===== src/rtl/ext_bus_responder_pkg.sv =====
// ---------------------------------------------------------------------------
// ext_bus_responder_pkg
// Shared definitions for the external bus responder slice:
//   - CPU bus phase encodings (address-low/rw phase vs address-high/data phase)
//   - position and meaning of the rw bit on the data lines in phase 0
//   - responder state encoding
//   - window hit helper used by the address decoder
// ---------------------------------------------------------------------------
package ext_bus_responder_pkg;

    localparam logic PH_ADDR_LO = 1'b0;
    localparam logic PH_ADDR_HI = 1'b1;

    localparam int   RW_BIT   = 0;
    localparam logic RW_READ  = 1'b1;
    localparam logic RW_WRITE = 1'b0;

    typedef enum logic [2:0] {
        S_SYNC,
        S_LO,
        S_HI_RD,
        S_HI_WR,
        S_HI_MISS
    } busState_e;

    // An address hits the window when every bit above the RAM index field
    // matches the base. With aw >= 16 the whole 64K space is the window.
    function automatic logic addrHit(input logic [15:0] addr,
                                     input logic [15:0] base,
                                     input int          aw);
        logic [15:0] mask;
        mask = (aw >= 16) ? 16'h0000 : (16'hFFFF << aw);
        return (addr & mask) == (base & mask);
    endfunction

endpackage


===== src/rtl/ext_bus_responder_mem.sv =====
// ---------------------------------------------------------------------------
// ext_bus_responder_mem
// 2^AW x 8 byte RAM with one synchronous write port and two synchronous,
// individually enabled read ports (bus side and host side). Write arbitration
// is done by the parent; this block simply performs what it is given.
// The array itself is never reset so preloaded contents survive rst_n; only
// the read data registers are cleared.
//
// Ports:
//   clk           system clock
//   rst_n         synchronous active-low reset (read registers only)
//   we_i          write enable
//   waddr_i       write address
//   wdata_i       write data
//   busRe_i       bus read enable, loads busRdata_o at the clock edge
//   busRaddr_i    bus read address
//   busRdata_o    registered bus read data (holds when busRe_i is low)
//   hostRe_i      host read enable, loads hostRdata_o at the clock edge
//   hostRaddr_i   host read address
//   hostRdata_o   registered host read data (holds when hostRe_i is low)
// ---------------------------------------------------------------------------
module ext_bus_responder_mem #(
    parameter int AW = 8
) (
    input  logic          clk,
    input  logic          rst_n,
    input  logic          we_i,
    input  logic [AW-1:0] waddr_i,
    input  logic [7:0]    wdata_i,
    input  logic          busRe_i,
    input  logic [AW-1:0] busRaddr_i,
    output logic [7:0]    busRdata_o,
    input  logic          hostRe_i,
    input  logic [AW-1:0] hostRaddr_i,
    output logic [7:0]    hostRdata_o
);

    logic [7:0] mem_q [2**AW];
    logic [7:0] busRdata_q;
    logic [7:0] hostRdata_q;

    // Reads below see the pre-write contents when a read and a write
    // target the same byte on the same edge.
    always_ff @(posedge clk) begin
        if (we_i) begin
            mem_q[waddr_i] <= wdata_i;
        end
    end

    always_ff @(posedge clk) begin
        if (!rst_n) begin
            busRdata_q <= 8'h00;
        end else if (busRe_i) begin
            busRdata_q <= mem_q[busRaddr_i];
        end
    end

    always_ff @(posedge clk) begin
        if (!rst_n) begin
            hostRdata_q <= 8'h00;
        end else if (hostRe_i) begin
            hostRdata_q <= mem_q[hostRaddr_i];
        end
    end

    assign busRdata_o  = busRdata_q;
    assign hostRdata_o = hostRdata_q;

endmodule


===== src/rtl/ext_bus_responder.sv =====
// ---------------------------------------------------------------------------
// ext_bus_responder
// Target-side partner of the CPU's multiplexed external bus, running on the
// fast system clock. The CPU presents the low address byte (with rw on data
// bit 0) while phase is 0 and the high address byte while phase is 1; in
// phase 1 the data lines carry write data or the responder drives read data.
// Reads are served from an internal byte RAM, writes are committed at the end
// of phase 1, and a host port can preload/inspect the RAM while holding the
// bus responder off.
//
// Ports:
//   clk           system clock (also generates the CPU phase)
//   rst_n         synchronous active-low reset
//   phase         CPU bus phase: 0 = address-low/rw, 1 = address-high/data
//   bus_addr_in   multiplexed address byte from the CPU
//   bus_data_in   CPU data lines (rw in bit 0 in phase 0, write data in phase 1)
//   bus_data_out  read data toward the CPU
//   bus_data_oe   responder drives the data lines
//   host_en       host owns the RAM; bus responses suppressed
//   host_we       host write strobe
//   host_addr     host address
//   host_wdata    host write data
//   host_rdata    host read data, one clock latency
//   last_addr     address of the most recently decoded access
//   rd_count      completed in-window reads (wraps)
//   wr_count      completed in-window writes (wraps)
//   miss          last decoded access was outside the window
// ---------------------------------------------------------------------------
module ext_bus_responder
    import ext_bus_responder_pkg::*;
#(
    parameter int          AW   = 8,
    parameter logic [15:0] BASE = 16'h0000
) (
    input  logic          clk,
    input  logic          rst_n,
    input  logic          phase,
    input  logic [7:0]    bus_addr_in,
    input  logic [7:0]    bus_data_in,
    output logic [7:0]    bus_data_out,
    output logic          bus_data_oe,
    input  logic          host_en,
    input  logic          host_we,
    input  logic [AW-1:0] host_addr,
    input  logic [7:0]    host_wdata,
    output logic [7:0]    host_rdata,
    output logic [15:0]   last_addr,
    output logic [15:0]   rd_count,
    output logic [15:0]   wr_count,
    output logic          miss
);

    busState_e     state_q;
    logic          phase_q;
    logic          hostEn_q;
    logic [7:0]    addrLo_q;
    logic          rw_q;
    logic [7:0]    wdata_q;
    logic [15:0]   lastAddr_q;
    logic [15:0]   rdCount_q;
    logic [15:0]   wrCount_q;
    logic          miss_q;
    logic          oe_q;

    logic          rise;
    logic          fall;
    logic [15:0]   decodeAddr;
    logic          decodeHit;

    logic          memWe;
    logic [AW-1:0] memWaddr;
    logic [7:0]    memWdata;
    logic          busRe;
    logic          hostRe;

    assign rise = (phase == PH_ADDR_HI) && (phase_q == PH_ADDR_LO);
    assign fall = (phase == PH_ADDR_LO) && (phase_q == PH_ADDR_HI);

    // The high byte is taken straight off the pins on the rise clock; the low
    // byte is whatever was last seen during phase 0.
    assign decodeAddr = {bus_addr_in, addrLo_q};
    assign decodeHit  = addrHit(decodeAddr, BASE, AW);

    // The RAM read for a bus read is launched on the rise clock itself, so the
    // data register and bus_data_oe come up together one clock after rise.
    assign busRe  = rst_n && !host_en && (state_q == S_LO) && rise &&
                    decodeHit && (rw_q == RW_READ);
    assign hostRe = rst_n && host_en;

    // Host owns the write port while host_en is high; otherwise a bus write
    // commits on the fall clock using the data captured on the last phase-1
    // clock. Reset blocks every write so an interrupted access leaves no trace.
    always_comb begin
        memWe    = 1'b0;
        memWaddr = lastAddr_q[AW-1:0];
        memWdata = wdata_q;
        if (rst_n) begin
            if (host_en) begin
                memWe    = host_we;
                memWaddr = host_addr;
                memWdata = host_wdata;
            end else if ((state_q == S_HI_WR) && fall) begin
                memWe    = 1'b1;
            end
        end
    end

    ext_bus_responder_mem #(
        .AW (AW)
    ) u_mem (
        .clk         (clk),
        .rst_n       (rst_n),
        .we_i        (memWe),
        .waddr_i     (memWaddr),
        .wdata_i     (memWdata),
        .busRe_i     (busRe),
        .busRaddr_i  (decodeAddr[AW-1:0]),
        .busRdata_o  (bus_data_out),
        .hostRe_i    (hostRe),
        .hostRaddr_i (host_addr),
        .hostRdata_o (host_rdata)
    );

    // Bus protocol state machine. S_SYNC swallows any partial bus cycle after
    // reset or host release: decoding only starts after a clean fall, and a
    // fall on the very clock host_en drops does not count (hostEn_q).
    always_ff @(posedge clk) begin
        if (!rst_n) begin
            state_q    <= S_SYNC;
            phase_q    <= 1'b0;
            hostEn_q   <= 1'b0;
            addrLo_q   <= 8'h00;
            rw_q       <= 1'b0;
            wdata_q    <= 8'h00;
            lastAddr_q <= 16'h0000;
            rdCount_q  <= 16'h0000;
            wrCount_q  <= 16'h0000;
            miss_q     <= 1'b0;
            oe_q       <= 1'b0;
        end else begin
            phase_q  <= phase;
            hostEn_q <= host_en;

            // Low address and rw track the pins for the whole of phase 0;
            // the value from the last phase-0 clock is the one decoded.
            if (phase == PH_ADDR_LO) begin
                addrLo_q <= bus_addr_in;
                rw_q     <= bus_data_in[RW_BIT];
            end

            if (host_en) begin
                state_q <= S_SYNC;
                oe_q    <= 1'b0;
            end else begin
                case (state_q)
                    S_SYNC: begin
                        if (fall && !hostEn_q) begin
                            state_q <= S_LO;
                        end
                    end
                    S_LO: begin
                        if (rise) begin
                            lastAddr_q <= decodeAddr;
                            miss_q     <= !decodeHit;
                            if (!decodeHit) begin
                                state_q <= S_HI_MISS;
                            end else if (rw_q == RW_READ) begin
                                oe_q    <= 1'b1;
                                state_q <= S_HI_RD;
                            end else begin
                                state_q <= S_HI_WR;
                            end
                        end
                    end
                    S_HI_RD: begin
                        // Drive through the fall-detect clock for hold time
                        // past the CPU's latch edge.
                        if (fall) begin
                            oe_q      <= 1'b0;
                            rdCount_q <= rdCount_q + 16'd1;
                            state_q   <= S_LO;
                        end
                    end
                    S_HI_WR: begin
                        wdata_q <= bus_data_in;
                        if (fall) begin
                            wrCount_q <= wrCount_q + 16'd1;
                            state_q   <= S_LO;
                        end
                    end
                    S_HI_MISS: begin
                        if (fall) begin
                            state_q <= S_LO;
                        end
                    end
                    default: begin
                        state_q <= S_SYNC;
                        oe_q    <= 1'b0;
                    end
                endcase
            end
        end
    end

    assign bus_data_oe = oe_q;
    assign last_addr   = lastAddr_q;
    assign rd_count    = rdCount_q;
    assign wr_count    = wrCount_q;
    assign miss        = miss_q;

    // Only rw_q == RW_WRITE leads to S_HI_WR, where oe stays low.
    logic unusedRwWrite;
    assign unusedRwWrite = (rw_q == RW_WRITE) & 1'b0;

endmodule


===== config.mk =====
export PLATFORM = sky130hd
export DESIGN_NAME = ext_bus_responder
export DESIGN_NICKNAME = d
export VERILOG_FILES = /design/src/rtl/ext_bus_responder_pkg.sv /design/src/rtl/ext_bus_responder_mem.sv /design/src/rtl/ext_bus_responder.sv
export SDC_FILE = /design/constraint.sdc
export NUM_CORES = 2
export LEC_CHECK = 0
export CAP_MARGIN = 20
export CORE_ASPECT_RATIO = 1.75
export CORE_MARGIN = 5
export CORE_UTILIZATION = 30
export CTS_CLUSTER_DIAMETER = 200
export DETAILED_ROUTE_END_ITERATION = 7
export SETUP_SLACK_MARGIN = 0.2
export SLEW_MARGIN = 10
export SYNTH_ARGS = -nofsm -noshare
export SYNTH_HDL_FRONTEND = slang
export SYNTH_SLANG_ARGS = --single-unit

===== constraint.sdc =====
create_clock -name clk -period 15.55 [get_ports clk]
set_input_delay 3.11 -clock clk [delete_from_list [all_inputs] [get_ports clk]]
set_output_delay 3.11 -clock clk [all_outputs]
set_load 0.02 [all_outputs]

==> results.cfg <==
[route]
route.met2.wl_mm = 185.2
drt_iter0_drc = 7445
viasPerCell = 5.961
wl_met1_mm = 113.3
highest_layer = met5
via_count = 60320
wl_met3_mm = 27.87
avgRoutedWirePerCell_um = 36.73
first_pass_iters = 8
ant_nets = 0
wirelength_mm = 371.7
drc_errors = 0

[global_route]
antenna_found_initial = 28
grt-ovfl-total = 0
grt_start_max_net_pins = 209
grt_util_all_layers_pct = 20.95
grt_pass1_wl_mm = 508.6
grt_pass1_vias = 61280

[yosys]
async_flop_share_pct = 0
syn_area_per_cell_um2 = 18.21
synth_edf_count = 2048
synth_fp_nets = 5551
yosysSeqAreaShare_pct = 63.03
syn_inst = 5512
synth_area_um2 = 100400
yosysWarnings = 0
synthFlopType = edfxtp_1
synth_seq_cells = 2136
ys_types = 77

[sta]
rsz0062_at_grt = false
setup_tns_ns = 0
period_minus_slack_ns = 7.813
relSlewSlack_pct = 16.28
setup_viol = 0
hold_viol_final = 0
fmax_ghz = 0.1280
clock_skew_ns = 0.08138
worst_slack_ns = 7.737
hold_ws_ns = 0.4555
worst_slew_pin_slew_ns = 1.256
slew_violations = 0
period_share_pct = 50.25

[clock_tree]
ctsResizeCount = 0
clockBufferDepth = 4
cts_num_sinks = 2136
cts_tree = done
cts.reportedPaths.clkPinSlew_ns = 0.07
cts_buffers = 191
hold_buffers = 0
clockRootBuffer = clkbuf_16
clk_latency_ns = 0.92
postCtsSetupBuffers = 0
htreeDepth = 4

[critical_path]
critPathKind = in2reg
cp_max_fo = 48
arrival_ns = 8.52
end_kind = flop
required_ns = 16.26
start_kind = primary input

[layout]
instances_no_fill = 10120
fin_area_um2 = 112300
final_cell_mix = edfxtp_1 (2048), mux4_2 (936), mux2i_1 (399)
utilization_pct = 33.63
layout_commonest_cell = edfxtp_1
area_delta_synth_final_pct = 11.92
fillers = 31560
finalNetCount = 5603
final_layout_size_suffix_gt1_share_pct = 25.97

[floorplanning]
die-area_um2 = 346700
rows = 281
initial_core_util_pct = 30.05
fp.dieH_um = 775.2
io_pins = 103
core_um2 = 334000
die_x_um = 447.2

[placement]
routabilityCongestion = 1.014
dp_cells = 9749
port_buffers = 102
post_dp_cell_area_um2 = 105800
hpwlAfterDp_mm = 248.2
pre_cts_slack_ns = 7.305

[pwr]
ir_drop_mv = 0.08701
leakage_nw = 31.67
p_per_area_nw_per_um2 = 109.8
finalPower_mw = 12.34

[job]
maxCapViolCount = 0

[outcome]
status = complete, no violations

[worst_hold_path]
hold_class = reg2reg
critical path, cell delays in order:
cell and delay, ns:
buf_8 0.37, buf_4 0.70, buf_4 0.78, buf_4 0.76, mux4_2 0.42, a22o_1 0.25, o21ai_0 0.59, o21ai_0 0.23
a311oi_1 0.97, o41ai_1 0.13
cell type report:
cell class              instances  area (um^2)  area share [%]
flip-flops and latches       2136        63280           56.33
multi-input cells            2933        34400           30.63
well taps                    4386         5488           4.885
clock buffers                 223         5057           4.502
repair buffers                292         2706           2.409
clock inverters               117         1304           1.161
diodes                         21        52.55         0.04678
inverters                      10        48.80         0.04344
registers in the layout, summed over array words and instances (netlist names), 3 cells and up:
signal and count:
u_mem.mem_q 2048, addrLo_q 8, u_mem.hostRdata_o 8, u_mem.busRdata_o 8, rd_count 16, state_q 3
last_addr 16, wdata_q 8, wr_count 16
layer usage:
| metal | vias to the layer above | global-route usage (%) |
|---|---|---|
| met5 | - | 0.1405 |
| met4 | 12 | 20.34 |
| met3 | 1202 | 3.689 |
| met2 | 3801 | 35.59 |
| met1 | 31870 | 21.50 |
| li1 | 23430 | - |
report_power, final:
| part | internal (mW) | switching [mW] | total [mW] |
|---|---|---|---|
| combinational | 0.357 | 0.694 | 1.05 |
| clock | 2.76 | 2.23 | 5.00 |
| sequential | 6.28 | 0.0179 | 6.29 |
Yosys cell counts (18+ instances only):
cell type     n  area, um^2
nand2_1     255       957.2
o22ai_1     119       744.5
edfxtp_1   2048       61500
o221ai_1    136        1191
a21oi_1     152       760.7
and2_1       18       112.6
clkbuf_1    161       604.3
buf_1        30       112.6
nand4_1      18       112.6
nand3_1      68       340.3
buf_4        45       337.8
nor2_1      363        1363
o21ai_0      76       380.4
dfxtp_1      88        1762
a22oi_1      42       315.3
mux4_2      936       21080
buf_8        21       315.3
mux2i_1     399        3994
buf_2       102       510.5
buf_6        60       675.7
nor3_1       48       240.2
cells by family (layout without fill, tap and decap cells):
group | after synthesis | in the layout | synth area share (%)
flops | 2136 | 2136 | 63.03
mux | 1356 | 1356 | 25.44
simple gates | 873 | 873 | 3.817
compound gates | 680 | 680 | 4.634
buf+inv | 443 | 642 | 2.863
xor+xnor | 22 | 22 | 0.1920
fa+ha+maj | 2 | 2 | 0.02493
other cells | 0 | 21 | 0
path summary, 6_finish.rpt:
check / start / end / slack, ns / cells after the start
max: host_addr[1] / u_mem.hostRdata_o[4] / 7.74 / 10
min: last_addr[11] / last_addr[11] / 0.46 / 2
max reg2reg: addrLo_q[0] / u_mem.busRdata_o[7] / 9.80 / 9
min reg2reg: last_addr[11] / last_addr[11] / 0.46 / 2
(Power assumes the default switching activity.)
